## config.mk

```make
export PLATFORM = sky130hd
export DESIGN_NAME = pong_ball_ctrl
export DESIGN_NICKNAME = d
export VERILOG_FILES = /design/src/rtl/pong_ball_ctrl.sv
export SDC_FILE = /design/constraint.sdc
export NUM_CORES = 1
export LEC_CHECK = 0
export CAP_MARGIN = 20
export CORE_UTILIZATION = 48
export CTS_CLUSTER_SIZE = 8
export DETAILED_ROUTE_END_ITERATION = 8
export DONT_BUFFER_PORTS = 1
export GPL_ROUTABILITY_DRIVEN = 0
export PLACE_DENSITY_LB_ADDON = 0.2
export SLEW_MARGIN = 20
export SYNTH_ARGS = -nofsm -noshare
export SYNTH_HDL_FRONTEND = slang
export SYNTH_SLANG_ARGS = --single-unit
export TNS_END_PERCENT = 50
```

## constraint.sdc

```tcl
create_clock -name clk -period 2.4 [get_ports clk]
set_clock_uncertainty 0.2 [all_clocks]
set_input_delay 0.36 -clock clk [delete_from_list [all_inputs] [get_ports clk]]
set_output_delay 0.36 -clock clk [all_outputs]
set_load 0.05 [all_outputs]
```

## src/rtl/pong_ball_ctrl.sv

```systemverilog
// Pong ball controller: serve/play/miss sequencing with frame-tick motion.
// Define PONG_PADDLE_EN to enable left-paddle hit/miss detection.
module pong_ball_ctrl #(
    parameter int DISPLAY_WIDTH  = 256,
    parameter int DISPLAY_HEIGHT = 240,
    parameter int BALL_SIZE      = 4,
    parameter int SERVE_FRAMES   = 60,
    parameter int PADDLE_H       = 32
) (
    input  logic       clk,
    input  logic       reset_n,
    input  logic       vsync,
    input  logic       serve,
    input  logic [8:0] paddle_vpos,
    output logic [8:0] ball_hpos,
    output logic [8:0] ball_vpos,
    output logic [1:0] state,
    output logic       hit,
    output logic       miss,
    output logic [7:0] score
);

    typedef enum logic [1:0] {
        IDLE  = 2'd0,
        SERVE = 2'd1,
        PLAY  = 2'd2,
        MISS  = 2'd3
    } state_t;

    localparam int          CW    = $clog2(SERVE_FRAMES + 1);
    localparam logic [CW-1:0] LAST = CW'(SERVE_FRAMES - 1);
    localparam logic [8:0]  CX    = 9'(DISPLAY_WIDTH / 2);
    localparam logic [8:0]  CY    = 9'(DISPLAY_HEIGHT / 2);
    localparam logic [8:0]  X_MAX = 9'(DISPLAY_WIDTH - BALL_SIZE);
    localparam logic [8:0]  Y_MAX = 9'(DISPLAY_HEIGHT - BALL_SIZE);

    state_t        st_q, st_d;
    logic          vsync_q;
    logic          frame_tick;
    logic [CW-1:0] cnt_q, cnt_d;
    logic [8:0]    hpos_q, hpos_d;
    logic [8:0]    vpos_q, vpos_d;
    logic          hdir_q, hdir_d;
    logic          vdir_q, vdir_d;
    logic          hit_q, hit_d;
    logic          miss_q, miss_d;
    logic [7:0]    score_q, score_d;
    logic [9:0]    h_up, v_up;
    logic          left_edge;
    logic          paddle_ok;

    assign frame_tick = vsync & ~vsync_q;
    assign h_up       = {1'b0, hpos_q} + 10'd2;
    assign v_up       = {1'b0, vpos_q} + 10'd2;
    assign left_edge  = !hdir_q && (hpos_q <= 9'd1);

`ifdef PONG_PADDLE_EN
    logic [9:0] ball_bot, pad_bot;
    assign ball_bot  = {1'b0, vpos_q} + 10'(BALL_SIZE);
    assign pad_bot   = {1'b0, paddle_vpos} + 10'(PADDLE_H);
    assign paddle_ok = (ball_bot > {1'b0, paddle_vpos})
                    && ({1'b0, vpos_q} < pad_bot);
`else
    localparam int unused_paddle_h = PADDLE_H;
    logic unused_paddle;
    assign unused_paddle = ^paddle_vpos;
    assign paddle_ok     = 1'b1;
`endif

    // Direction bits: 1 = positive (right/down), 0 = negative (left/up)
    always_comb begin
        st_d    = st_q;
        cnt_d   = cnt_q;
        hpos_d  = hpos_q;
        vpos_d  = vpos_q;
        hdir_d  = hdir_q;
        vdir_d  = vdir_q;
        hit_d   = 1'b0;
        miss_d  = 1'b0;
        score_d = score_q;
        unique case (st_q)
            IDLE: begin
                if (serve) begin
                    st_d  = SERVE;
                    cnt_d = '0;
                end
            end
            SERVE: begin
                if (frame_tick) begin
                    if (cnt_q == LAST) begin
                        st_d  = PLAY;
                        cnt_d = '0;
                    end else begin
                        cnt_d = cnt_q + CW'(1);
                    end
                end
            end
            PLAY: begin
                if (frame_tick && left_edge && !paddle_ok) begin
                    miss_d  = 1'b1;
                    score_d = score_q + 8'd1;
                    st_d    = MISS;
                end else if (frame_tick) begin
                    if (hdir_q) begin
                        if (h_up > {1'b0, X_MAX}) begin
                            hpos_d = X_MAX;
                            hdir_d = 1'b0;
                            hit_d  = 1'b1;
                        end else begin
                            hpos_d = h_up[8:0];
                        end
                    end else if (left_edge) begin
                        hpos_d = '0;
                        hdir_d = 1'b1;
                        hit_d  = 1'b1;
                    end else begin
                        hpos_d = hpos_q - 9'd2;
                    end
                    if (vdir_q) begin
                        if (v_up > {1'b0, Y_MAX}) begin
                            vpos_d = Y_MAX;
                            vdir_d = 1'b0;
                            hit_d  = 1'b1;
                        end else begin
                            vpos_d = v_up[8:0];
                        end
                    end else if (vpos_q <= 9'd1) begin
                        vpos_d = '0;
                        vdir_d = 1'b1;
                        hit_d  = 1'b1;
                    end else begin
                        vpos_d = vpos_q - 9'd2;
                    end
                end
            end
            MISS: begin
                if (frame_tick) begin
                    st_d   = SERVE;
                    cnt_d  = '0;
                    hpos_d = CX;
                    vpos_d = CY;
                    hdir_d = 1'b0;
                end
            end
            default: ;
        endcase
    end

    always_ff @(posedge clk or negedge reset_n) begin
        if (!reset_n) begin
            vsync_q <= 1'b0;
            st_q    <= IDLE;
            cnt_q   <= '0;
            hpos_q  <= CX;
            vpos_q  <= CY;
            hdir_q  <= 1'b0;
            vdir_q  <= 1'b1;
            hit_q   <= 1'b0;
            miss_q  <= 1'b0;
            score_q <= '0;
        end else begin
            vsync_q <= vsync;
            st_q    <= st_d;
            cnt_q   <= cnt_d;
            hpos_q  <= hpos_d;
            vpos_q  <= vpos_d;
            hdir_q  <= hdir_d;
            vdir_q  <= vdir_d;
            hit_q   <= hit_d;
            miss_q  <= miss_d;
            score_q <= score_d;
        end
    end

    assign ball_hpos = hpos_q;
    assign ball_vpos = vpos_q;
    assign state     = st_q;
    assign hit       = hit_q;
    assign miss      = miss_q;
    assign score     = score_q;

endmodule

```

# ---- Yosys cells after proc, flatten, opt, wreduce, memory -nomap -nowiden
# Index checks and enable logic that the tools add are counted.
dict set report word_totals {
  regBits 30
  output_inout_bits 30
}
dict set report classes {
  n_bitwise 3
  muxes 38
  addsub 5
  n_eq_ne 9
  reduce_logical 9
  order_cmp 4
}
# operator n
set op_table {}
lappend op_table {{9-bit 2-to-1 mux} 10}
lappend op_table {{9-bit case mux with 2 select lines} 2}
lappend op_table {{6-bit 2-to-1 mux} 4}
lappend op_table {{9-bit by 2-bit adder with 10-bit output, second input constant} 2}
lappend op_table {{10-bit by 8-bit > comparator with 1-bit output, second input constant} 2}
lappend op_table {{9-bit by 1-bit <= comparator with 1-bit output, second input constant} 2}
lappend op_table {{6-bit case mux with 3 select lines} 1}
lappend op_table {{9-bit by 2-bit subtractor with 9-bit output, second input constant} 2}
lappend op_table {{1-bit 2-to-1 mux} 15}
lappend op_table {{2-bit inequality test, second input constant} 5}
lappend op_table {{2-bit 2-to-1 mux} 4}
lappend op_table {{6-bit by 1-bit adder with 6-bit output, second input constant} 1}
lappend op_table {{6-bit == test, second input constant} 1}
lappend op_table {{2-bit case mux with 3 select lines} 1}
lappend op_table {{5-bit AND reduction} 1}
lappend op_table {{2-bit == test, second input constant} 2}
lappend op_table {{4-bit AND reduction} 1}
lappend op_table {{3-bit AND reduction} 1}
lappend op_table {{3-bit nonzero test} 1}
lappend op_table {{2-bit by 1-bit == test with 1-bit output, second input constant} 1}
lappend op_table {{2-bit logical NOT} 1}
lappend op_table {{1-bit NOT} 2}
lappend op_table {{1-bit case mux with 2 select lines} 1}
lappend op_table {{2-bit AND reduction} 1}
lappend op_table {{4 further kinds} 4}

# ---- Depth between registers and ports, before layout
# Gate-level depths: netlist (run 1).
dict set report depth {
  ltp_word 8
  mapped_depth 8
}

# ---- Worst setup path after synthesis (run 1)
# No wires, ideal clock.
dict set report synth_path {
  path_kind {register -> register}
  start {register vpos_q[1] (netlist: ball_vpos[1])}
  end {register vpos_q[1] (netlist: ball_vpos[1])}
  slack_ns -0.030
  t_arrival_ns 2.107
  stages_incl_launch_ff 8
  n_path_buf 1
  synth_period_minus_slack_ns 2.430
  path_cell_list {dfrtp_1 -> buf_6 -> nand3_2 -> or3_4 -> a211oi_2 -> a21boi_1 -> and2_4 -> o31a_1}
}
dict set report synth_via {
  elab_chain_len 6
  word_cells_on_any_way 9
}
# item line_no
set synth_lines {}
lappend synth_lines {{start, declared} 42} ;# logic [8:0] vpos_q, vpos_d;
lappend synth_lines {{start signal, assigned} 166} ;# vpos_q <= vpos_d;
lappend synth_lines {{9-bit by 2-bit adder with 10-bit output} 54} ;# assign v_up = {1'b0, vpos_q} + 10'd2;
lappend synth_lines {{10-bit by 8-bit > comparator with 1-bit output} 120} ;# if (v_up > {1'b0, Y_MAX}) begin
lappend synth_lines {{9-bit 2-to-1 mux} 120}
lappend synth_lines {{9-bit 2-to-1 mux *} 119} ;# if (vdir_q) begin
lappend synth_lines {{9-bit 2-to-1 mux *} 103} ;# end else if (frame_tick) begin
lappend synth_lines {{9-bit case mux with 2 select lines *} 81} ;# unique case (st_q)
# Every way passes the cells marked *; elsewhere a longest branch is shown, timed or not. The select of a mux whose other input is x is not followed.
# A chain may end at the register's enable or synchronous reset.

# ---- Final worst setup path (run 1)
dict set report layout_path {
  start {register vpos_q[3] (netlist: ball_vpos[3])}
  end {register hit_q (netlist: hit)}
}
dict set report layout_via {
  elab_chain_len 6
  word_cells_on_any_way 8
}
# item line_no
set layout_lines {}
lappend layout_lines {{9-bit by 2-bit adder with 10-bit output} 54}
lappend layout_lines {{10-bit by 8-bit > comparator with 1-bit output} 120}
lappend layout_lines {{1-bit 2-to-1 mux} 120}
lappend layout_lines {{1-bit 2-to-1 mux *} 119}
lappend layout_lines {{1-bit 2-to-1 mux *} 103}
lappend layout_lines {{1-bit 2-to-1 mux *} 81}
lappend layout_lines {{net hit_d} 45} ;# logic hit_q, hit_d;
lappend layout_lines {{end signal, assigned} 169} ;# hit_q <= hit_d;
lappend layout_lines {{end, declared} 45}
# The timed path passes the listed nets; every way through them passes the cells marked *.

==> results of run 1 <==
power groups by stage:
| stage | logic [mW] | registers [mW] | clock network [mW] |
|---|---|---|---|
| after floorplan | 1.07 | 1.32 | 0 |
| after global placement | 1.99 | 0.898 | 0 |
| after detailed placement | 2.02 | 0.907 | 0 |
| after CTS | 2.05 | 0.898 | 0.308 |
| after global routing | 2.25 | 0.928 | 0.324 |
| final | 2.05 | 0.897 | 0.304 |
synth_stat cells (2+ instances only):
| cell type | instances | area share (%) |
|---|---|---|
| o21ai_0 | 30 | 7.1 |
| dfrtp_1 | 22 | 26 |
| or3_1 | 2 | 0.59 |
| or2_2 | 5 | 1.5 |
| o211ai_1 | 2 | 0.71 |
| ha_1 | 7 | 4.1 |
| a21o_1 | 2 | 0.71 |
| nor3b_1 | 4 | 1.4 |
| xor2_1 | 4 | 1.6 |
| nand3_1 | 11 | 2.6 |
| nand4_1 | 2 | 0.59 |
| nand2b_1 | 5 | 1.5 |
| a31oi_1 | 4 | 1.2 |
| or2b_1 | 2 | 0.71 |
| buf_4 | 11 | 3.9 |
| dfstp_2 | 6 | 7.4 |
| xnor2_1 | 2 | 0.83 |
| o22ai_1 | 2 | 0.59 |
| o211a_1 | 2 | 0.94 |
| o31ai_1 | 7 | 2.5 |
| and4_1 | 2 | 0.83 |
| buf_2 | 4 | 0.94 |
| nor3_1 | 14 | 3.3 |
| a211oi_1 | 3 | 1.1 |
| nand2_1 | 27 | 4.8 |
| clkbuf_1 | 9 | 1.6 |
| inv_1 | 14 | 2.5 |
| a21oi_1 | 14 | 3.3 |
| nor2_1 | 19 | 3.4 |
| o41ai_1 | 2 | 0.83 |
| nor2b_1 | 2 | 0.59 |
kinds of logic after synthesis:
kind of cell	share of synthesized area (%)
AOI/OAI and AO/OA	24.5
xor gates and xnor gates	2.47
adders and majority gates	4.12
buffers and inverters	9.43
DFF	33.4
muxes	1.00
other	0.177
and+or+nand+nor	24.9
timing repair:
item	CTS	global route
setup endpoints to repair	0	8
resized for setup	0	2
hold endpoints to repair	29	0
hold buffers	3	0
critical path, cell delays in order, from the launching register on:
cell and delay, ns:
dfstp_2 0.55, nand3_2 0.12, or3_4 0.40, a211oi_2 0.29, a21boi_2 0.13, and2_4 0.20
o31ai_1 0.29
routing by layer:
layer / GRT usage [%] / up-vias
met5: 0 / -
met4: 5.47 / 0
met3: 3.45 / 5
met2: 33.5 / 52
met1: 30.0 / 901
li1: - / 984
cell usage in the layout, fill, tap and decap left out, drive strengths merged, types with 2 or more instances in the layout:
master,n
a31oi,4
ha,7
o211a,2
dfrtp,22
nor3b,4
a21o,2
o21ai,30
dfstp,6
and4,2
nand3,12
xor2,4
o22ai,2
nand2,27
o41ai,2
conb,11
xnor2,2
nor3,14
or2b,2
or3,3
buf,32
or2,5
nand4,2
nor2,19
dlygate4sd3,2
nor2b,2
clkbuf,4
o31ai,7
inv,14
a211oi,4
nand2b,5
o211ai,2
a21oi,14
through the flow:
stage	std cells	hold WS (ns)	worst slack, ns	utilization, %
detailed placement	333	-0.135	0.0656	56.1
floorplan	277	-0.136	-0.0262	-
global placement	333	-0.135	0.117	56.1
global route	340	0.192	0.0712	58.5
finish	340	0.167	0.119	58.5
CTS	340	0.168	0.0420	58.4
worst max-delay path by stage:
| stage | end | slack (ns) | depth (start not counted) |
|---|---|---|---|
| final | hit | 0.12 | 6 |
| after global routing | ball_vpos[2] | 0.07 | 6 |
| after CTS | ball_hpos[3] | 0.04 | 8 |
| after detailed placement | ball_hpos[3] | 0.07 | 8 |
| after global placement | hit | 0.12 | 8 |
| after floorplan | ball_hpos[5] | -0.03 | 8 |
sequential cells by signal, indices dropped and copies added (netlist names):
register	count
ball_hpos	8
vsync_q	1
state	2
vdir_q	1
hit	1
ball_vpos	8
cnt_q	6
hdir_q	1
final cells by class:
type	count	area (um2)
multi-input combinational	210	1260
timing repair buffer	34	273
sequential	28	709
fill	375	1710
tap	50	62.6
clock buffer	4	55.1
inverter	14	52.6
==> reports/qor.yml, run 1 <==
outcome: "complete, no violations"
synth_edf_count: 0
wl_um: 4720
crit_required_ns: 2.38
placementRows: 23
tightest_slew_ns: 0.884
cts_root_buf: "clkbuf_8"
grt_max_degree: 29
drtIter0Drc: 163
hp-start: "serve"
crit_path_max_fanout: 4
fin_crit_sh_pct: 95.1
min_to: "state[0]"
fmaxAchievable_mhz: 438
io_buffers: 0
syn_area_um2: 2120
grt_pass1_vias: 1645
crit_path_end_kind: "register"
wl_per_cell_um: 13.9
synth_ff_type: "dfrtp_1"
worst_skew_pair.late_latency_ns: 0.28
max_cap_violations: 0
die_h_um: 68.5
p_int_mw: 1.53
fin_area_um2: 2410
worstSetupPathType: "reg -> reg"
wl_met2_um: 2100
grt_pass1_wl_um: 7470
cts_num_sinks: 28
routed.top_layer: "met4"
pwr-share-comb_pct: 63.0
drc: 0
ant_nets: 0
reg2reg_to: "hit"
async_reset_ff_share_pct: 100
n_antenna_cell: 0
worstHoldPathType: "in -> reg"
die_w_um: 68.5
switching_share_pct: 52.9
clkTransAtPathRegs_ns: 0.10
boundaryPins: 43
die_area_um2: 4690
p_sw_mw: 1.72
power_frac_seq_pct: 27.6
drt-met1-wl_um: 2340
rr_worst_depth: 6
cts_tree: "done"
total_power_mw: 3.25
rsz0062_at_grt: "no"
crit_arrival_ns: 2.26
cp-start-kind: "register"
antenna_found_initial: 0
setup-violations-final: 0
hpwlAfterDp_um: 3500
track_usage_pct: 21.2
crit_start: "ball_vpos[3]"
htree_levels: 1
start_util_pct: 51.6
core_area_um2: 4120
synth.distinct_cells: 56
cts_setup_buffers: 0
overflow: 0
slew_violations: 0
wl_met3_um: 234
postSynthCellCount: 267
dpl_cell_area_um2: 2310
min_period_ns: 2.28
numCtsBuffers: 3
hold_depth: 2
fin_tns_setup_ns: 0
clockPowerShare_pct: 9.4
fin_nets: 311
vias: 1942
firstDrtPassIters: 4
synth_area_per_cell_um2: 7.95
regToRegSetupSlack_ns: 0.12
ys_seq_area_share_pct: 33.4
cts_buffer_depth: 2
hold_viol: 0
ys_seq_elements: 28
syn_to_final_growth_pct: 13.4
ir_drop_mv: 0.632
yosysWarnings: 0
relSlewSlack_pct: 40.8
drive_gt1_share_pct: 19.3
power_density_nw_per_um2: 1350
drt-vias-per-instance: 5.71
reg2reg_from: "ball_vpos[3]"
p_leak_nw: 1.05
Power figures use the tool's default switching activity.
==> inputs of run 2 (changes only) <==
==> constraint.sdc (replaced) <==
create_clock -name clk -period 2.3 [get_ports clk]
set_clock_uncertainty 0.2 [all_clocks]
set_input_delay 0.345 -clock clk [delete_from_list [all_inputs] [get_ports clk]]
set_output_delay 0.345 -clock clk [all_outputs]
set_load 0.01 [all_outputs]
==> reports/qor.yml, run 2 (synthesized netlist as in run 1, its figures left out) <==
multiInputGateArea_um2: 1260  # +0.60%
wl_met2_um: 2130  # +1.4%
wl_per_cell_um: 14.3  # +3.1%
grt_pass1_wl_um: 7520  # +0.75%
ir_drop_mv: 0.613  # -3.0%
die_area_um2: 4690  # unchanged
ant_nets: 0  # unchanged
crit_arrival_ns: 2.25  # about the same
crit_start: "ball_vpos[3]"
routed.top_layer: "met4"
crit_required_ns: 2.28  # -0.10 ns
cts_num_sinks: 28  # unchanged
critPathMaxStageDelay_ns: 0.56  # about the same
final_common_cell: "o21ai_0"
boundaryPins: 43  # unchanged
drt-vias-per-instance: 5.76  # +0.85%
slew_violations: 0  # unchanged
total_power_mw: 2.94  # -9.6%
clockPowerShare_pct: 10.9  # +1.5 points
fin_area_um2: 2380  # -1.4%
drc: 0  # unchanged
power_density_nw_per_um2: 1240  # -8.4%
antenna_found_initial: 0  # unchanged
worstSetupPathType: "reg -> reg"
worst_skew_pair.late_latency_ns: 0.28  # about the same
worstHoldPathType: "in -> reg"
relSlewSlack_pct: 38.1  # -2.7 points
wl_met3_um: 157  # -33%
fin_crit_sh_pct: 98.9  # +3.9 points
start_util_pct: 51.6  # unchanged
crit_path_max_fanout: 4  # unchanged
drtIter0Drc: 104  # -36%
dpl_cell_area_um2: 2260  # -2.0%
track_usage_pct: 21.4  # +0.20 points
firstDrtPassIters: 4  # unchanged
htree_levels: 1  # unchanged
vias: 1924  # -0.93%
setup_ws_ns: 0.0251  # -0.0935 ns
drive_gt1_share_pct: 18.0  # -1.4 points
syn_to_final_growth_pct: 11.9
place_ws_ns: 0.00608  # -0.0595 ns
dp_cells: 327  # -1.8%
switching_share_pct: 46.7  # -6.2 points
grt_max_degree: 29  # unchanged
fin_nets: 305  # -1.9%
seqCellArea_um2: 711  # +0.18%
die_w_um: 68.5  # unchanged
p_leak_nw: 1.02  # -2.9%
nFillCells: 405  # +8.0%
p_sw_mw: 1.37  # -20%
cp_slowest_cell: "dfstp_2"
overflow: 0  # unchanged
fmaxAchievable_mhz: 440  # +0.29%
wl_um: 4780  # +1.3%
hpwlAfterDp_um: 3480  # -0.63%
cts_buffer_depth: 2  # unchanged
placementRows: 23  # unchanged
final_cells: 334  # -1.8%
p_int_mw: 1.57  # +2.2%
n_antenna_cell: 0  # unchanged
numCtsBuffers: 3  # unchanged
layout_common_cells: "o21ai_0 (29), nand2_1 (27), buf_4 (24)"
cts_setup_buffers: 0  # unchanged
crit_path_end_kind: "register"
die_h_um: 68.5  # unchanged
outcome: "complete, no violations"
max_cap_violations: 0  # unchanged
crit_family: "simple AND/OR/NAND/NOR gates"
rsz0062_at_grt: "yes"
tightest_slew_ns: 0.925  # +0.0408 ns
drt-met1-wl_um: 2440  # +4.3%
core_area_um2: 4120  # unchanged
clkTransAtPathRegs_ns: 0.10  # about the same
hold_viol: 0  # unchanged
critical_path_buf_inv_count: 0  # unchanged
cts_root_buf: "clkbuf_8"
grt_pass1_vias: 1629  # -0.97%
power_frac_seq_pct: 32.3  # +4.7 points
cp-start-kind: "register"
min_period_ns: 2.27  # -0.00649 ns
worstPathCellList: "nand3_2, or3_4, a211oi_4, a21boi_2, and2_4, o31ai_1"
pwr-share-comb_pct: 56.8  # -6.2 points
reg2reg_from: "ball_vpos[3]"
setup-violations-final: 0  # unchanged
hp-start: "serve"
io_buffers: 0  # unchanged
cts_tree: "done"
## run 2: cell count changes in the layout (fill, tap and decap cells not counted), sizes merged
cell / before / now
buf: 32 / 26
## run 2: final cells by class
class                   count  area share, %
repair buffers             28           9.74
multi-input cells         210           53.2
flip-flops and latches     28           29.9
well taps                  50           2.63
inverters                  14           2.21
clock buffers               4           2.32
## run 2: final timing paths
| kind | to | slack, ns | depth (start not counted) |
|---|---|---|---|
| min reg2reg | cnt_q[0] | 0.34 | 1 |
| max in group asynchronous | ball_vpos[3] | 1.36 | 2 |
| min | state[0] | 0.15 | 2 |
| max | hit | 0.03 | 6 |
| max reg2reg | hit | 0.03 | 6 |
| min in group asynchronous | ball_hpos[8] | 0.31 | 2 |
## run 2: worst register-to-register path, cell delays in order (launching register included)
cell and delay, ns:
dfstp_2 0.56, nand3_2 0.12, or3_4 0.41, a211oi_4 0.26, a21boi_2 0.14, and2_4 0.20, o31ai_1 0.28
## run 2: routing by layer
layer / GRT usage (%) / vias to the layer above
li1: - / 968
met1: 31.9 / 906
met2: 31.9 / 43
met3: 3.78 / 7
met4: 4.69 / 0
met5: 0 / -
## run 2: power by group through the flow
stage / combinational [mW] / sequential [mW] / clock [mW]
after floorplan: 1.09 / 0.971 / 0
after global placement: 1.57 / 0.949 / 0
after detailed placement: 1.60 / 0.957 / 0
after CTS: 1.63 / 0.946 / 0.334
after global routing: 1.85 / 0.995 / 0.351
final: 1.67 / 0.949 / 0.321
## run 2: timing repair
item                                   CTS  global route
setup endpoints to repair                1             8
resized for setup                        1             5
endpoints found under the hold margin   29             0
pin swaps                                0             1
hold buffers                             3             0
gates cloned                             0             0
## run 2: metrics by stage
step	utilization, %	hold slack [ns]	TNS, ns
CTS	57.4	0.146	0
global route	57.7	0.167	-0.0273
finish	57.7	0.151	0
detailed placement	55.0	-0.150	0
floorplan	-	-0.151	0
global placement	55.0	-0.150	0
==> inputs of run 3 (changes only) <==
--- a/config.mk
+++ b/config.mk
@@ -11,7 +11,9 @@
 export DETAILED_ROUTE_END_ITERATION = 8
 export DONT_BUFFER_PORTS = 1
 export GPL_ROUTABILITY_DRIVEN = 0
+export HOLD_SLACK_MARGIN = 0.12
 export PLACE_DENSITY_LB_ADDON = 0.2
+export RECOVER_POWER = 50
 export SLEW_MARGIN = 20
 export SYNTH_ARGS = -nofsm -noshare
 export SYNTH_HDL_FRONTEND = slang
==> reports/qor.yml, run 3 (synthesized netlist as in run 1, its figures left out) <==
final_common_cell: "o21ai_0"
reg2reg_from: "ball_vpos[3]"
worst_skew_pair.late_latency_ns: 0.28  # about the same
htree_levels: 1  # unchanged
ir_drop_mv: 0.613  # about the same
io_buffers: 0  # unchanged
hp-start: "serve"
fmaxAchievable_mhz: 440  # unchanged
ant_nets: 0  # unchanged
track_usage_pct: 21.4  # unchanged
fin_nets: 305  # unchanged
fin_crit_sh_pct: 98.9  # unchanged
crit_arrival_ns: 2.25  # about the same
hold_viol: 0  # unchanged
worstHoldPathType: "in -> reg"
globalRouteMet2Util_pct: 31.9  # unchanged
clockPowerShare_pct: 10.9  # about the same
rr_worst_depth: 6  # unchanged
boundaryPins: 43  # unchanged
cts_num_sinks: 28  # unchanged
max_cap_violations: 0  # unchanged
switching_share_pct: 46.7  # about the same
core_area_um2: 4120  # unchanged
critPathMaxStageDelay_ns: 0.56  # about the same
cts_root_buf: "clkbuf_8"
outcome: "complete, no violations"
vias: 1924  # unchanged
die_w_um: 68.5  # unchanged
syn_to_final_growth_pct: 11.5
slew_violations: 0  # unchanged
crit_required_ns: 2.28  # about the same
grt_pass1_wl_um: 7520  # unchanged
clkTransAtPathRegs_ns: 0.10  # about the same
use_met3_pct: 3.78  # unchanged
cp_slowest_cell: "dfstp_2"
power_density_nw_per_um2: 1240  # +0.22%
fin_tns_setup_ns: 0  # unchanged
met1_usage_pct: 31.9  # unchanged
fin_area_um2: 2370  # -0.32%
die_h_um: 68.5  # unchanged
cts_setup_buffers: 0  # unchanged
crit_path_end_kind: "register"
start_util_pct: 51.6  # unchanged
antenna_found_initial: 0  # unchanged
drive_gt1_share_pct: 17.6  # -0.35 points
grt_pass1_vias: 1629  # unchanged
drc: 0  # unchanged
pwr-share-comb_pct: 56.8  # about the same
n_antenna_cell: 0  # unchanged
relSlewSlack_pct: 14.9  # -23 points
regToRegSetupSlack_ns: 0.03  # about the same
layout_common_cells: "o21ai_0 (29), nand2_1 (27), buf_4 (24)"
crit_path_max_fanout: 4  # unchanged
worstPathCellList: "nand3_2, or3_4, a211oi_4, a21boi_2, and2_4, o31ai_1"
hold_depth: 2  # unchanged
tightest_slew_ns: 1.27  # +0.349 ns
hpwlAfterDp_um: 3480  # unchanged
numCtsBuffers: 3  # unchanged
p_int_mw: 1.56  # -0.14%
grt-busiest-layer: "met1"
total_power_mw: 2.94  # about the same
setup-violations-final: 0  # unchanged
firstDrtPassIters: 4  # unchanged
wl_um: 4780  # about the same
worstSetupPathType: "reg -> reg"
wl_per_cell_um: 14.3  # about the same
cts_tree: "done"
overflow: 0  # unchanged
p_leak_nw: 1.02  # +0.36%
cp-start-kind: "register"
rsz0062_at_grt: "yes"
die_area_um2: 4690  # unchanged
reg2reg_to: "hit"
placementRows: 23  # unchanged
power_frac_seq_pct: 32.3  # about the same
cts_buffer_depth: 2  # unchanged
grt_max_degree: 29  # unchanged
min_period_ns: 2.27  # unchanged
drt-vias-per-instance: 5.76  # unchanged
dpl_cell_area_um2: 2260  # unchanged
min_to: "state[0]"
drtIter0Drc: 104  # unchanged
p_sw_mw: 1.37  # about the same
-- run 3: changes by cell type in the layout (fill, tap and decap cells not counted), sizes merged --
cell	before	now
buf	26	25
dlymetal6s2s	0	1
-- run 3: cell type report --
type,instances,area (um2)
Timing Repair Buffer,28,224
Multi-Input combinational cell,210,1260
Sequential cell,28,711
Inverter,14,52.6
Tap cell,50,62.6
Clock buffer,4,55.1
Fill cell,407,1750
-- run 3: critical path: cells and delay by family, from the launching register on --
kind	cells	cell delay [ns]
AOI/OAI and AO/OA	3	0.68
DFF	1	0.56
and+or+nand+nor	3	0.73
-- run 3: stage by stage --
stage	hold slack [ns]	instances	setup slack (ns)	util (%)
CTS	0.146	334	0.00624	57.4
global placement	-0.150	327	0.00404	55.0
finish	0.151	334	0.0251	57.6
floorplan	-0.151	277	0.136	-
global route	0.167	334	-0.0191	57.6
detailed placement	-0.150	327	0.00608	55.0
-- run 3: per-layer routing --
| metal | share of wire [%] | wire, um | vias up |
|---|---|---|---|
| met5 | 0 | 0 | - |
| met4 | 1.1 | 51 | 0 |
| met3 | 3.3 | 157 | 7 |
| met2 | 45 | 2130 | 43 |
| met1 | 51 | 2440 | 906 |
| li1 | - | - | 968 |
-- run 3: how the worst max path moves through the flow --
| stage | start | to | slack (ns) |
|---|---|---|---|
| 2_1_floorplan | ball_vpos[3] | ball_vpos[1] | 0.14 |
| 3_3_place_gp | ball_vpos[3] | hit | 0.004 |
| 3_5_place_dp | ball_vpos[3] | hit | 0.006 |
| 4_1_cts | ball_vpos[3] | hit | 0.006 |
| 5_1_grt | ball_vpos[3] | hit | -0.02 |
| 6_report | ball_vpos[3] | hit | 0.03 |
-- run 3: timing repair --
item / in CTS / in global routing
hold buffers: 3 / 0
setup endpoints to repair: 1 / 8
pin swaps: 0 / 1
hold endpoints to repair: 29 / 0
resized for setup: 1 / 5
-- run 3: power groups by stage --
stage | Clock (mW) | Combinational (mW) | Sequential [mW]
3_5_place_dp | 0 | 1.60 | 0.957
6_report | 0.321 | 1.67 | 0.948
3_3_place_gp | 0 | 1.57 | 0.949
4_1_cts | 0.334 | 1.63 | 0.946
5_1_grt | 0.351 | 1.85 | 0.995
2_1_floorplan | 0 | 1.09 | 0.971
